**src/rtl/alu_share_arbiter.sv**
```systemverilog
// Round-robin share of one combinational ALU between the PC/address path (id 0) and the execute path (id 1).
// Optional grant counters are enabled with ALU_ARB_PERF_EN.
module alu_share_arbiter #(
  parameter int unsigned WIDTH = 32,
  parameter int unsigned OPW   = 3
) (
  input  logic             clk,
  input  logic             rst,
  input  logic             req0_valid,
  output logic             req0_ready,
  input  logic [WIDTH-1:0] req0_a,
  input  logic [WIDTH-1:0] req0_b,
  input  logic [OPW-1:0]   req0_op,
  input  logic             req1_valid,
  output logic             req1_ready,
  input  logic [WIDTH-1:0] req1_a,
  input  logic [WIDTH-1:0] req1_b,
  input  logic [OPW-1:0]   req1_op,
  output logic             resp_valid,
  input  logic             resp_ready,
  output logic             resp_id,
  output logic [WIDTH-1:0] resp_result,
  output logic             resp_zero,
  output logic             resp_overflow,
  output logic [WIDTH-1:0] alu_a,
  output logic [WIDTH-1:0] alu_b,
  output logic [OPW-1:0]   alu_op,
  input  logic [WIDTH-1:0] alu_result,
  input  logic             alu_zero,
  input  logic             alu_overflow
`ifdef ALU_ARB_PERF_EN
  ,
  output logic [15:0]      grant_cnt0,
  output logic [15:0]      grant_cnt1
`endif
);

  localparam logic [1:0] IDLE = 2'd0;
  localparam logic [1:0] EXEC = 2'd1;
  localparam logic [1:0] RESP = 2'd2;

  logic [1:0] state;
  logic [1:0] state_nxt;
  logic       last_grant;
  logic       id_q;
  logic       grant0_c;
  logic       grant1_c;
  logic       accept_c;

  // Requester 1 wins on its own, or on contention when requester 0 was served last.
  always_comb begin
    grant1_c = req1_valid && (!req0_valid || !last_grant);
    grant0_c = req0_valid && !grant1_c;
  end

  // Ready is suppressed during reset so no handshake can be lost to the reset edge.
  assign req0_ready = !rst && (state == IDLE) && grant0_c;
  assign req1_ready = !rst && (state == IDLE) && grant1_c;
  assign accept_c   = req0_ready || req1_ready;

  always_ff @(posedge clk) begin
    if (rst) state <= IDLE;
    else     state <= state_nxt;
  end

  always_comb begin
    state_nxt = state;
    case (state)
      IDLE:    if (accept_c) state_nxt = EXEC;
      EXEC:    state_nxt = RESP;
      RESP:    if (resp_valid && resp_ready) state_nxt = IDLE;
      default: state_nxt = IDLE;
    endcase
  end

  // Operand latch doubles as the registered ALU drive; it only changes on accept.
  always_ff @(posedge clk) begin
    if (rst) begin
      last_grant    <= 1'b1;
      id_q          <= 1'b0;
      alu_a         <= '0;
      alu_b         <= '0;
      alu_op        <= '0;
      resp_valid    <= 1'b0;
      resp_id       <= 1'b0;
      resp_result   <= '0;
      resp_zero     <= 1'b0;
      resp_overflow <= 1'b0;
    end else begin
      if (accept_c) begin
        alu_a      <= req1_ready ? req1_a  : req0_a;
        alu_b      <= req1_ready ? req1_b  : req0_b;
        alu_op     <= req1_ready ? req1_op : req0_op;
        id_q       <= req1_ready;
        last_grant <= req1_ready;
      end
      if (state == EXEC) begin
        resp_result   <= alu_result;
        resp_zero     <= alu_zero;
        resp_overflow <= alu_overflow;
        resp_id       <= id_q;
      end
      resp_valid <= (state_nxt == RESP);
    end
  end

`ifdef ALU_ARB_PERF_EN
  always_ff @(posedge clk) begin
    if (rst) begin
      grant_cnt0 <= 16'd0;
      grant_cnt1 <= 16'd0;
    end else begin
      if (req0_ready) grant_cnt0 <= grant_cnt0 + 16'd1;
      if (req1_ready) grant_cnt1 <= grant_cnt1 + 16'd1;
    end
  end
`endif

endmodule
```
**config.mk**
```make
export PLATFORM = sky130hd
export DESIGN_NAME = alu_share_arbiter
export DESIGN_NICKNAME = d
export VERILOG_FILES = /design/src/rtl/alu_share_arbiter.sv
export SDC_FILE = /design/constraint.sdc
export NUM_CORES = 1
export LEC_CHECK = 0
export BUFFER_PORTS_ARGS = -buffer_cell sky130_fd_sc_hd__buf_2
export CAP_MARGIN = 20
export CORE_MARGIN = 2
export CORE_UTILIZATION = 31
export CTS_BUF_LIST = sky130_fd_sc_hd__clkbuf_16
export DETAILED_ROUTE_END_ITERATION = 8
export PLACE_DENSITY = 0.57
export SYNTH_ARGS = -nofsm -noshare
export SYNTH_HDL_FRONTEND = slang
export SYNTH_SLANG_ARGS = --single-unit
export TNS_END_PERCENT = 50
```
**constraint.sdc**
```tcl
create_clock -name clk -period 4.6 [get_ports clk]
set_input_delay 0.46 -clock clk [delete_from_list [all_inputs] [get_ports clk]]
set_output_delay 0.46 -clock clk [all_outputs]
set_load 0.05 [all_outputs]
```
==> results.cfg, run 1 <==
[pwr]
power.share.clock = 0.294
p_seq_frac = 0.406
p_comb_frac = 0.301
switching_share = 0.3865
ir_drop_mv = 0.1690
power_switching_mw = 1.014
leakagePower_nw = 2.700
power_density_nw_per_um2 = 413.8
intPower_mw = 1.609

[layout]
fin_area_um2 = 6340
area_growth_pct = 35.70
seq_area_um2 = 2142
antenna_cells = 0
utilization = 0.4329
final_nets = 974
multiInputGateArea_um2 = 2197
fill_cells = 1529
drive_above_1_share = 0.3896

[global_routing]
grt_pass1_wl_um = 25230
grt_antenna_before_repair = 0
grt.total_usage = 0.1928
grt_pass1_vias = 5012
overflow = 0
grt_max_degree = 84

[floorplan]
core.rowCount = 44
io_pins = 278
die_area_um2 = 16070
placeableCoreArea_um2 = 14640
die_height_um = 126.8
die-width_um = 126.8
start_util = 0.3190

[run_status]
status = finished, final reports clean

[clock_tree]
ctsResizeCount = 0
clk_latency_ns = 0.35
clock_sinks = 107
post_cts_buffers = 0
htreeDepth = 3
cts_buffer_depth = 2
postCtsHoldBufs = 0
cts_buffers = 9
cts-root-buf = clkbuf_16
cts_tree = done
clk_pin_slew_worst_paths_ns = 0.08

[synthesis]
syn_area_um2 = 4672
synthDistinctLibCells = 28
synthesis.nets = 746
synth_seq_area_share = 0.4585
synth-seq-cells = 107
synth_top_area_frac = 0.4585
yosys_warnings = 0
synth_top_area_cell = dfxtp_1
yosys-top-cells-area = dfxtp_1 (46%), a311oi_1 (13%), a21oi_1 (11%), nand3_1 (7.2%), nand2_1 (5.7%)
synth_cells = 573
syn_avg_cell_area_um2 = 8.154

[timing]
finalSetupTns_ns = 0
fmax_mhz = 354.0
setup_viol = 0
period_share = 0.6141
fin_crit_ns = 2.825
rsz0062_at_grt = no
slew_headroom = 0.3986
fin_ws_ns = 1.775
tightest_slew_ns = 0.9022
hold_viol_final = 0
finalMaxSlewViolations = 0
finalClockSkew_ns = 0.008311

[detailed_routing]
drc = 0
drt-total-wl_um = 16480
first_pass_iters = 4
ant_nets = 0
vias = 5341
wl_per_cell_um = 16.65
via_per_inst = 5.395
initialDrtViolationCount = 335

[setup_path]
critPathRequiredTime_ns = 4.14
cpPeakStageDelay_ns = 0.80
cp_cell_sequence = or3b_2 > buf_4 > nor2_1 > buf_2
worstPathArrival_ns = 2.36
worst-path-max-fanout = 35
crit_path_top_delay_cell = or3b_2
endpoint_kind = primary output
crit_path_start_kind = register
worstSetupPathType = register to primary output

[placement]
pre_cts_slack_ns = 1.878
gp_congestion = 0.7641
dpl-instance-area_um2 = 6048
dp_hpwl_um = 11280
port_buffers = 277

[run]
maxCapViolCount = 0

[hold_path]
min_path_type = input port to register
==> power groups by stage <==
stage	logic [mW]	clock network (mW)	registers (mW)
detailed placement	0.792	0	1.09
CTS	0.792	0.793	1.06
global route	0.842	0.826	1.08
floorplan	0.290	0	1.36
finish	0.789	0.770	1.06
global placement	0.783	0	1.08
==> critical path, delay by kind of cell, from the launching register on <==
kind,cells,cell delay [ns]
and+or+nand+nor,2,0.96
DFF,1,0.40
buffers and inverters,2,0.65
==> flip-flops by register name (all words and copies together) (netlist names) <==
register,cells
alu_op,3
resp_zero,1
alu_b,32
state,2
id_q,1
resp_result,32
resp_overflow,1
last_grant,1
alu_a,32
resp_valid,1
resp_id,1
==> cells by family (layout without fill, tap and decap cells) <==
group,count (synthesis),count (layout),share of synthesized area
buffers and inverters,72,305,0.07525
and+or+nand+nor,152,152,0.1505
DFF,107,107,0.4585
AOI/OAI and AO/OA,242,242,0.3157
==> metrics by stage <==
step | hold slack, ns | total power, mW | std cells
finish | 0.3421 | 2.623 | 990
floorplan | 0.4316 | 1.653 | 573
global route | 0.3414 | 2.744 | 990
global placement | 0.4409 | 1.866 | 974
detailed placement | 0.4442 | 1.877 | 974
CTS | 0.3279 | 2.650 | 990
==> cell usage in the layout, fill, tap and decap left out, types with 2 or more instances in the layout <==
cell type	synthesis	routed
clkbuf_16	0	9
buf_2	16	276
o21ai_0	51	51
a311oi_1	67	67
clkinvlp_4	0	2
o21ai_1	16	16
dfxtp_1	107	107
inv_8	0	3
or3b_2	1	2
nand3_1	67	67
nor2_1	3	3
buf_4	6	13
nand2_1	71	71
a21oi_1	104	104
==> cell type report <==
class	instances	area share
clock inverter	7	0.01046
timing repair buffer	289	0.2333
sequential	107	0.3379
clock buffer	9	0.03552
multi-input combinational	394	0.3466
tap	184	0.03631
==> Yosys cell counts <==
| cell | instances |
|---|---|
| or3b_2 | 1 |
| buf_2 | 16 |
| nor3_4 | 1 |
| o21ai_0 | 51 |
| clkbuf_1 | 37 |
| nand3_1 | 67 |
| and2_1 | 1 |
| nor2_1 | 3 |
| buf_4 | 6 |
| a21oi_1 | 104 |
| dfxtp_1 | 107 |
| nor3b_2 | 1 |
| a21oi_2 | 1 |
| buf_1 | 7 |
| buf_6 | 5 |
| or2_0 | 1 |
| nand2b_1 | 1 |
| or3b_1 | 1 |
| a311oi_1 | 67 |
| a21o_1 | 1 |
| nand3b_1 | 1 |
| o21ai_1 | 16 |
| a22oi_1 | 1 |
| a211o_1 | 1 |
| nand2_1 | 71 |
| clkbuf_2 | 1 |
| nor3_1 | 1 |
| nor2b_1 | 2 |
==> worst paths after layout <==
path                                                    from                           end  slack [ns]  cells after the start
worst max register to register           state[1]$_SDFF_PP0_        alu_a[26]$_SDFFE_PP0P_        2.43                      4
worst min register to register  resp_result[16]$_SDFFE_PP0P_  resp_result[16]$_SDFFE_PP0P_        0.45                      2
worst min-delay path                           alu_result[6]   resp_result[6]$_SDFFE_PP0P_        0.34                      3
worst max-delay path                     state[0]$_SDFF_PP0_                    req1_ready        1.78                      4
==> layer usage <==
| metal | global-route usage | share of wire |
|---|---|---|
| met3 | 0.04429 | 0.080 |
| met5 | 0 | 0 |
| met2 | 0.3275 | 0.47 |
| met4 | 0.06529 | 0.017 |
| met1 | 0.2417 | 0.44 |
(Power assumes the default switching activity.)
==> run 2, diff against run 1 <==
Clock period 4.6 ns to 2.72 ns, I/O delays scaled along.
==> run 2 against run 1 <==
  * Routed wire length increased by 2.8%
  * Cell count increased by 0.40%
  * First-iteration DRC count rose by 17%
  * Combinational power is 71% higher
  * Global-route usage grew 0.92 points
  * Critical path depth is 1 lower
  * Clock-buffer cell count is the same
  * Largest cell class unchanged
  * Sequential share of layout area decreased by 0.053 points
  * Total power rose by 67%
  * Utilization increased by 0.068 points
  * Hold slack got worse by 0.18 ns
  * Highest routed layer unchanged
==> results.cfg, run 2 (same netlist as run 1, synthesis figures left out) <==
[timing]
fin_crit_ns = 2.093
finalMaxSlewViolations = 0
rsz0062_at_grt = no
tightest_slew_ns = 0.7858
period_share = 0.7696
setup_viol = 0
finalClockSkew_ns = 0.01040
fmax_mhz = 477.7
finalSetupTns_ns = 0
slew_headroom = 0.4761
hold_viol_final = 0

[setup_path]
worst-path-max-fanout = 7
worstSetupPathType = register to primary output
worstPathArrival_ns = 1.82
crit_path_start_kind = register
critPathRequiredTime_ns = 2.45
endpoint_kind = primary output

[clock_tree]
cts-root-buf = clkbuf_16
cts_buffers = 9
clk_pin_slew_worst_paths_ns = 0.07
postCtsHoldBufs = 0
htreeDepth = 3
cts_buffer_depth = 2
post_cts_buffers = 0
clock_sinks = 107
ctsResizeCount = 0
clk_latency_ns = 0.35
cts_tree = done

[floorplan]
die-width_um = 126.8
die_height_um = 126.8
placeableCoreArea_um2 = 14640
die_area_um2 = 16070
core.rowCount = 44
start_util = 0.3190
io_pins = 278

[layout]
final_common_cell = buf_2
drive_above_1_share = 0.3901
final_nets = 978
reg_top3 = alu_a (32), alu_b (32), resp_result (32)
fill_cells = 1491
antenna_cells = 0
area_growth_pct = 35.91
layout_common_cells = buf_2 (276), dfxtp_1 (107), a21oi_1 (104), nand2_1 (71)

[global_routing]
grt_antenna_before_repair = 0
grt_pass1_vias = 5200
grt_pass1_wl_um = 26350
grt.total_usage = 0.2019
overflow = 0
grt_max_degree = 68

[hold_path]
min_path_type = input port to register

[detailed_routing]
vias = 5386
drt-total-wl_um = 16940
top_layer = met4
ant_nets = 0
first_pass_iters = 5
met1_length_um = 6948
drc = 0
wl_per_cell_um = 17.04
initialDrtViolationCount = 393
dr_wl_met2_um = 8039
via_per_inst = 5.419
dr_wl_met3_um = 1506

[pwr]
leakagePower_nw = 2.716
power.total_mw = 4.369
power_density_nw_per_um2 = 688.0
ir_drop_mv = 0.2743

[run]
maxCapViolCount = 0

[placement]
port_buffers = 277
gp_congestion = 0.7697
dp_hpwl_um = 11480

[run_status]
status = finished, final reports clean
[run 2: worst paths after layout]
kind	start	endpoint	slack (ns)	depth (start not counted)
worst max-delay path	state[0]$_SDFF_PP0_	req0_ready	0.63	3
worst min register to register	resp_result[22]$_SDFFE_PP0P_	resp_result[22]$_SDFFE_PP0P_	0.45	2
worst min-delay path	alu_result[3]	resp_result[3]$_SDFFE_PP0P_	0.16	3
worst max register to register	state[0]$_SDFF_PP0_	alu_a[12]$_SDFFE_PP0P_	0.99	4
[run 2: routing by layer]
metal | vias to the layer above | global-route usage
li1 | 2582 | -
met1 | 2498 | 0.2550
met2 | 271 | 0.3326
met3 | 35 | 0.05061
met4 | 0 | 0.07886
met5 | - | 0
[run 2: critical path, cell delays in order (launching register included)]
cell     delay [ns]
dfxtp_1        0.40
or3b_2         0.53
nor3_1         0.23
buf_2          0.32
[run 2: cell type report]
| cell class | count | area [um^2] | share of cell area |
|---|---|---|---|
| multi-input cells | 394 | 2197 | 0.3460 |
| flip-flops and latches | 107 | 2142 | 0.3373 |
| repair buffers | 293 | 1509 | 0.2376 |
| well taps | 184 | 230.2 | 0.03626 |
| clock buffers | 9 | 225.2 | 0.03547 |
| clock inverters | 7 | 46.29 | 0.007291 |
[run 2: through the flow]
step	utilization	area, um^2	setup slack (ns)	hold WS, ns	cells
after CTS	0.4336	6350	0.6159	0.1442	994
after detailed placement	0.4151	6078	0.7935	0.4458	978
final	0.4336	6350	0.6267	0.1605	994
after floorplan	-	4672	0.4931	0.4080	573
after global routing	0.4336	6350	0.5181	0.1524	994
after global placement	0.4151	6078	0.8053	0.4390	978
[run 2: power breakdown]
part / switching [mW] / leakage, nW / internal [mW]
Sequential: 0.0844 / 0.880 / 1.71
Combinational: 0.982 / 1.70 / 0.370
Clock: 0.601 / 0.134 / 0.619
